## config.mk

```make
export PLATFORM = sky130hd
export DESIGN_NAME = hex_display_scan
export DESIGN_NICKNAME = d
export VERILOG_FILES = /design/src/rtl/hex_display_scan.sv
export SDC_FILE = /design/constraint.sdc
export NUM_CORES = 1
export LEC_CHECK = 0
export ABC_AREA = 1
export CAP_MARGIN = 10
export CORE_MARGIN = 10
export CORE_UTILIZATION = 59
export CTS_BUF_LIST = sky130_fd_sc_hd__clkbuf_16
export DETAILED_ROUTE_END_ITERATION = 8
export GPL_ROUTABILITY_DRIVEN = 0
export GPL_TIMING_DRIVEN = 1
export PLACE_DENSITY = 0.83
export SYNTH_ARGS = -nofsm -noshare
export SYNTH_HDL_FRONTEND = slang
export SYNTH_SLANG_ARGS = --single-unit
```

## constraint.sdc

```tcl
create_clock -name i_clock -period 6 [get_ports i_clock]
set_clock_uncertainty 0.2 [all_clocks]
set_input_delay 1.2 -clock i_clock [delete_from_list [all_inputs] [get_ports i_clock]]
set_output_delay 1.2 -clock i_clock [all_outputs]
set_load 0.05 [all_outputs]
```

## src/rtl/hex_display_scan.sv

```systemverilog
// rtl/hex_display_scan.sv - multiplexed seven-segment hex scanner with tear-free double buffering
module hex_display_scan #(
    parameter int DIGITS     = 4,
    parameter int CLK_DIV    = 1024,
    parameter int BLINK_DIV  = 64,
    parameter int ACTIVE_LOW = 0
) (
    input  logic                  i_clock,
    input  logic                  i_reset_n,
    input  logic [4*DIGITS-1:0]   i_value,
    input  logic                  i_load,
    input  logic                  i_error,
    input  logic                  i_blank_lz,
    output logic [6:0]            o_seg,
    output logic                  o_dp,
    output logic [DIGITS-1:0]     o_an,
    output logic                  o_frame
);
    localparam int PW = $clog2(CLK_DIV);
    localparam int IW = (DIGITS > 1) ? $clog2(DIGITS) : 1;
    localparam int BW = (BLINK_DIV > 1) ? $clog2(BLINK_DIV) : 1;
    localparam logic [PW-1:0] PRESC_LAST = PW'(CLK_DIV - 1);
    localparam logic [IW-1:0] INDEX_LAST = IW'(DIGITS - 1);
    localparam logic [BW-1:0] BLINK_LAST = BW'(BLINK_DIV - 1);
    localparam bit            INV        = (ACTIVE_LOW != 0);

    logic [PW-1:0]         presc;
    logic [IW-1:0]         idx;
    logic [4*DIGITS-1:0]   pending;
    logic                  pend_flag;
    logic [4*DIGITS-1:0]   display;
    logic                  err_flag;
    logic [BW-1:0]         blink_cnt;
    logic                  blink_phase;

    logic [6:0]            seg_q;
    logic                  dp_q;
    logic [DIGITS-1:0]     an_q;
    logic                  frame_q;

    logic                  presc_tc;
    logic                  boundary;
    logic [3:0]            nib;
    logic                  upper_zero;
    logic [6:0]            seg_d;
    logic                  dp_d;
    logic [DIGITS-1:0]     an_d;

    function automatic logic [6:0] hex_to_seg(input logic [3:0] n);
        case (n)
            4'h0: hex_to_seg = 7'h3F;
            4'h1: hex_to_seg = 7'h06;
            4'h2: hex_to_seg = 7'h5B;
            4'h3: hex_to_seg = 7'h4F;
            4'h4: hex_to_seg = 7'h66;
            4'h5: hex_to_seg = 7'h6D;
            4'h6: hex_to_seg = 7'h7D;
            4'h7: hex_to_seg = 7'h07;
            4'h8: hex_to_seg = 7'h7F;
            4'h9: hex_to_seg = 7'h6F;
            4'hA: hex_to_seg = 7'h77;
            4'hB: hex_to_seg = 7'h7C;
            4'hC: hex_to_seg = 7'h39;
            4'hD: hex_to_seg = 7'h5E;
            4'hE: hex_to_seg = 7'h79;
            default: hex_to_seg = 7'h71;
        endcase
    endfunction

    assign presc_tc = (presc == PRESC_LAST);
    assign boundary = presc_tc && (idx == INDEX_LAST);

    always_ff @(posedge i_clock or negedge i_reset_n) begin
        if (!i_reset_n) begin
            presc       <= '0;
            idx         <= '0;
            pending     <= '0;
            pend_flag   <= 1'b0;
            display     <= '0;
            err_flag    <= 1'b0;
            blink_cnt   <= '0;
            blink_phase <= 1'b0;
        end else begin
            presc <= presc_tc ? '0 : presc + PW'(1);
            if (presc_tc) begin
                idx <= boundary ? '0 : idx + IW'(1);
            end
            if (i_load) begin
                pending <= i_value;
            end
            // Display, error and blink state only move at the frame boundary so a frame is never torn.
            if (boundary) begin
                pend_flag <= 1'b0;
                if (i_load) begin
                    display <= i_value;
                end else if (pend_flag) begin
                    display <= pending;
                end
                err_flag <= i_error;
                if (blink_cnt == BLINK_LAST) begin
                    blink_cnt   <= '0;
                    blink_phase <= ~blink_phase;
                end else begin
                    blink_cnt <= blink_cnt + BW'(1);
                end
            end else if (i_load) begin
                pend_flag <= 1'b1;
            end
        end
    end

    always_comb begin
        nib        = '0;
        upper_zero = 1'b0;
        for (int k = 0; k < DIGITS; k++) begin
            if (idx == IW'(k)) begin
                nib        = display[4*k +: 4];
                upper_zero = ((display >> (4*k)) == '0);
            end
        end
        seg_d = hex_to_seg(nib);
        dp_d  = 1'b0;
        if (err_flag) begin
            seg_d = blink_phase ? 7'h00 : 7'h79;
            dp_d  = !blink_phase && (idx == '0);
        end else if (i_blank_lz && (idx != '0) && upper_zero) begin
            seg_d = 7'h00;
        end
        an_d = DIGITS'(1) << idx;
    end

    always_ff @(posedge i_clock or negedge i_reset_n) begin
        if (!i_reset_n) begin
            seg_q   <= '0;
            dp_q    <= 1'b0;
            an_q    <= '0;
            frame_q <= 1'b0;
        end else begin
            seg_q   <= seg_d;
            dp_q    <= dp_d;
            an_q    <= an_d;
            frame_q <= boundary;
        end
    end

    assign o_seg   = seg_q ^ {7{INV}};
    assign o_dp    = dp_q ^ INV;
    assign o_an    = an_q ^ {DIGITS{INV}};
    assign o_frame = frame_q;

endmodule

```

== After elaboration in Yosys (flattened, before gate mapping) ==
Memory sizes are Yosys's and may differ from the RTL's.
Cells that the tools add are included.
Widths: inputs -> output; s select.

* RAM bits: 0
* Memories: 1
* Logic and storage cells: 57
* Register bits: 66
* Output and inout bits: 13
* Bits in latches: 0
* Memory bits (read-only): 112

* Multipliers: 0
* Div/mod/pow operators: 0
* Equal/unequal tests: 5
* Shifts and indexed selects: 1
* Multiplexer cells: 19
* Add/sub/neg operators: 3
* Magnitude comparators: 0
* Bitwise operators: 1
* Reduce and logical (&&, ||, !) cells: 15

{| class="wikitable"
|+ Memory list
! name !! depth !! bits a word !! read ports !! clocked after Yosys merged registers in !! write ports !! RTL line !! text
|-
| (name not given) || 16 || 7 || 1 || 0 || 0 || 50 || <nowiki>case (n)</nowiki>
|}

{| class="wikitable"
|+ Operators with widths
! operator !! count
|-
| $logic_not 16->1 || 4
|-
| $mux 16 || 2
|-
| $mux 7 || 3
|-
| $mux 4 || 4
|-
| $add 10x1->10 const B || 1
|-
| $eq 10x10->1 const B || 1
|-
| $mux 10 || 1
|-
| $mux 1 || 7
|-
| $add 6x1->6 const B || 1
|-
| $eq 6x6->1 const B || 1
|-
| $mux 6 || 1
|-
| $reduce_bool 2->1 || 3
|-
| $eq 2x2->1 const B || 2
|-
| $logic_and 1x1->1 || 4
|-
| $reduce_and 2->1 || 2
|-
| $shl 1x2->4 const A || 1
|-
| $add 2x1->2 const B || 1
|-
| $eq 2x1->1 const B || 1
|-
| $logic_not 2->1 || 1
|-
| $mux 2 || 1
|-
| $logic_not 1->1 || 1
|-
| $not 1->1 || 1
|}

== Longest topological paths before layout ==
* Word-level depth: 8
* Mapped depth: 15
* Depth with buffers taken out: 15

== Worst setup path after synthesis ==
No wires, ideal clock.

* Kind: in2reg
* From: input i_load
* To: register display[12]
* Path slack: 3,601 ps
* Arrival time: 2,082 ps
* Cell stages on the path: 6
* Cells stage by stage: buf_2 or2_2 buf_2 buf_2 nand3_1 nand2_1

* Word-level cells in the longest chain between the ends: 2

{| class="wikitable"
|+ Ends and longest elaborated chain
! item !! RTL line !! text
|-
| from (decl) || 11 || <nowiki>input logic i_load,</nowiki>
|-
| $reduce_bool 2->1 (no line) || -- ||
|-
| $reduce_and 2->1 (no line) || -- ||
|-
| to (signal assigned) || 95 || <nowiki>display <= i_value;</nowiki>
|-
| to (signal assigned) || 97 || <nowiki>display <= pending;</nowiki>
|-
| to (decl) || 31 || <nowiki>logic [4*DIGITS-1:0] display;</nowiki>
|}

Parallel ways exist; a longest one is shown, timed or not.
A chain may end at the register's enable or synchronous reset.

== Worst setup path after layout ==
* From: register dp_q (netlist: o_dp)
* To: output o_dp

{| class="wikitable"
|+ RTL lines
! item !! RTL line !! text
|-
| from (decl) || 37 || <nowiki>logic dp_q;</nowiki>
|-
| from (signal assigned) || 140 || <nowiki>dp_q <= dp_d;</nowiki>
|-
| to (decl) || 15 || <nowiki>output logic o_dp,</nowiki>
|}

No word-level cell between the ends.

==> impl_summary.log <==
INFO  metric portBuffers = 33
INFO  metric cts_buffer_depth = 2
INFO  metric worst-r2r-cell-count = 13
INFO  metric boundaryPins = 34
INFO  metric placementRows = 26
INFO  metric critical_path_cell_count = 1
INFO  metric comb_power_share = 3.9%
INFO  metric synth-edff-count = 0
INFO  metric cts_post_setup_buffers_inserted = 0
INFO  metric num-nets-final = 446
INFO  metric hold_viol_final = 0
INFO  metric tns = 0 ns
INFO  metric power.switching = between 200 and 250 uW
INFO  metric cts_root_buffer = clkbuf_16
INFO  metric count_of_unique_library_cells_instantiated_by_yosys = 27
INFO  metric vias_per_cell = about 5
INFO  metric path_clk_slew = 0.06 ns
INFO  metric layout_min_cycle_time = approximately 2.8 ns
INFO  metric grt_pass1_vias = around 2400
INFO  metric p_clk_share = between 40% and 50%
INFO  metric cap_viol_max_count = 0
INFO  metric areaGrowthSynthToFinish = 19.2%
INFO  metric crit_path_end_kind = output port
INFO  metric setup_viol_count_final = 0
INFO  metric synth-warning-count = 0
INFO  metric setup_repair_after_global_routing_missed_its_margin = false
INFO  metric grt_first_pass_wirelength = 10800 microns
INFO  metric rrSetupSlack = around 3.4 ns
INFO  metric async_set_or_reset_flop_fraction_in_the_synthesized_netlist = 100%
INFO  metric tightest_slew = approximately 0.8 ns
INFO  metric r2r-start = idx[1]
INFO  metric die_x_extent = around 93 microns
INFO  metric leakage = roughly 0.0020 uW
INFO  metric cts.sinks = between 60 and 70
INFO  metric drt-wirelength-per-cell = 12.4 microns
INFO  metric initialDrtViolationCount = between 150 and 200
INFO  metric antenna_cells_inserted = 0
INFO  metric critical_path.top_delay_family = buffers and inverters
INFO  metric insertion_delay = 0.33 ns
INFO  metric layout_commonest_cell = nand2_1
INFO  metric drtAntennaViolNets = 0
INFO  metric antenna_found_initial = 0
INFO  metric switching_share = around 22%
INFO  metric drv_slew = 0
INFO  metric cts-buffers-inserted = 9
INFO  metric slew-limit-headroom = between 40% and 50%
INFO  metric drc = 0
INFO  metric hold_class = flip-flop to flip-flop
INFO  metric yosysSeqAreaShare = a little over half
INFO  metric period_utilisation_layout = 47.5%
INFO  metric whs_path_depth = 2
INFO  metric synth-seq-cells = 66
INFO  metric final-instance-count-excl-fill = 488
INFO  metric initial_util = between 60 and 70%
INFO  metric pin_count_of_the_biggest_net_entering_global_routing = between 60 and 70
INFO  metric core = roughly 5200 sq um
INFO  metric worst-endpoint-arrival = about 1.5 ns
INFO  metric worst-path-buf-inv = 1
INFO  metric hold-worst-slack = approximately 0.28 ns
INFO  metric drt-pass1-iter-count = 4
INFO  metric wl = between 6000 and 7000 microns
INFO  metric route.vias.total = 2434
INFO  metric timing.critical_path.slowest_cell_delay = 0.80 ns
INFO  metric internal_power = between 700 and 800 uW
INFO  metric min_delay_worst_endpoint = pending[14]
INFO  metric critPathKind = flip-flop to output port
INFO  metric hold_path_startpoint = pending[14]
INFO  metric number_of_nets_in_the_synthesized_netlist = between 400 and 500
INFO  metric timing.final.ws_setup = around 3.2 ns
INFO  metric critPathMaxFanout = 1
INFO  metric place.detailed.instances = 472
INFO  metric share_of_layout_cells_above_drive_strength_1 = under 10%
INFO  metric fmax = 351 MHz
INFO  metric cp_slowest_cell = clkdlybuf4s50_1
INFO  metric most_frequent_cells_in_the_layout = nand2_1, dfrtp_1, nand3_1
INFO  metric worst_setup_path_start_kind = flip-flop
INFO  metric synthesized_area = between 3000 and 4000 sq um
INFO  metric most_instantiated_flip_flop_cell_in_the_synthesis_netlist = dfrtp_1
INFO  metric cp_cell_sequence = clkdlybuf4s50_1
INFO  metric clock_tree_from_tritoncts = built
INFO  metric holdBufCountCts = 0
INFO  metric syn_inst = 380
INFO  metric syn_avg_cell_area = ~8.3 sq um
INFO  metric ctsResizeCount = 0
INFO  metric grt.overflow.total = 0
INFO  metric power.density = 253 nW/um^2
INFO  metric reg2reg_to = o_seg[3]
INFO  metric ir_drop_worst_vdd = 0.221 mV
INFO  metric htreeDepth = 3
INFO  metric outcome = complete, no violations
INFO  metric pre_cts_slack = 2.89 ns
INFO  metric die_boundary_height = about 93 microns
INFO  metric power.sequential.fraction = 48.0%
INFO  metric post-dp-hpwl = 4280 microns
INFO  metric grt.total_usage = between 10% and 20%
INFO  metric crit_required = between 4 and 5 ns
INFO  metric full_die_area = around 8700 sq um
==> state kept, by name, summed over array words and instances (netlist names) <==
signal and count:
pend_flag 1, pending 16, blink_cnt 6, idx 2, o_frame 1, display 16
o_dp 1, o_an 4, o_seg 7, presc 10, err_flag 1, blink_phase 1
==> power by group through the flow <==
stage / Combinational (uW) / Clock, uW / Sequential [uW]
after floorplan: 13.3 / 0 / 465
after global placement: 37.1 / 0 / 465
after detailed placement: 38.5 / 0 / 465
after CTS: 38.5 / 468 / 458
after global routing: 43.3 / 490 / 458
final: 37.6 / 459 / 458
==> metal layers <==
metal / global-route usage [%] / vias to the layer above / share of wire (%)
li1: - / 1249 / -
met1: 18.8 / 1110 / 47
met2: 23.7 / 64 / 45
met3: 6.47 / 11 / 6.7
met4: 5.78 / 0 / 1.3
met5: 0 / - / 0
==> final cells by class <==
cell class	count	area, sq um
Clock buffer	9	225
Clock inverter	7	37.5
Fill cell	376	1390
Inverter	33	129
Multi-Input combinational cell	269	1320
Sequential cell	66	1650
Tap cell	70	87.6
Timing Repair Buffer	34	333
==> synthesized netlist by cell type (4+ instances only) <==
master	n	area, sq um
nor2_1	13	48.8
or2_2	4	25.0
inv_1	31	116
nand2_1	152	571
o21ai_0	7	35.0
nand3_1	42	210
xor2_1	7	61.3
nor3_1	4	20.0
ha_1	12	150
buf_2	5	25.0
dfrtp_1	66	1650
a21oi_1	14	70.1
==> through the flow <==
step | instance area, sq um | total power (uW) | utilization [%]
finish | 3780 | 954 | 73.1
global route | 3780 | 991 | 73.1
CTS | 3780 | 964 | 73.1
detailed placement | 3520 | 504 | 68.0
global placement | 3520 | 502 | 68.0
floorplan | 3170 | 478 | -
==> cells by family after synthesis <==
kind of cell / Yosys count / synth area share, %
adders and majority gates: 12 / 4.74
buffers and inverters: 45 / 6.40
AOI/OAI and AO/OA: 21 / 3.32
and+or+nand+nor: 226 / 30.7
DFF: 66 / 52.1
xor gates and xnor gates: 10 / 2.76
==> worst max-delay path by stage <==
stage,startpoint,endpoint
after CTS,o_seg[1],o_seg[1]
after global placement,i_load,display[3]
final,o_dp,o_dp
after floorplan,i_load,display[12]
after global routing,i_load,display[10]
after detailed placement,i_load,display[4]
(Power assumes the default switching activity.)
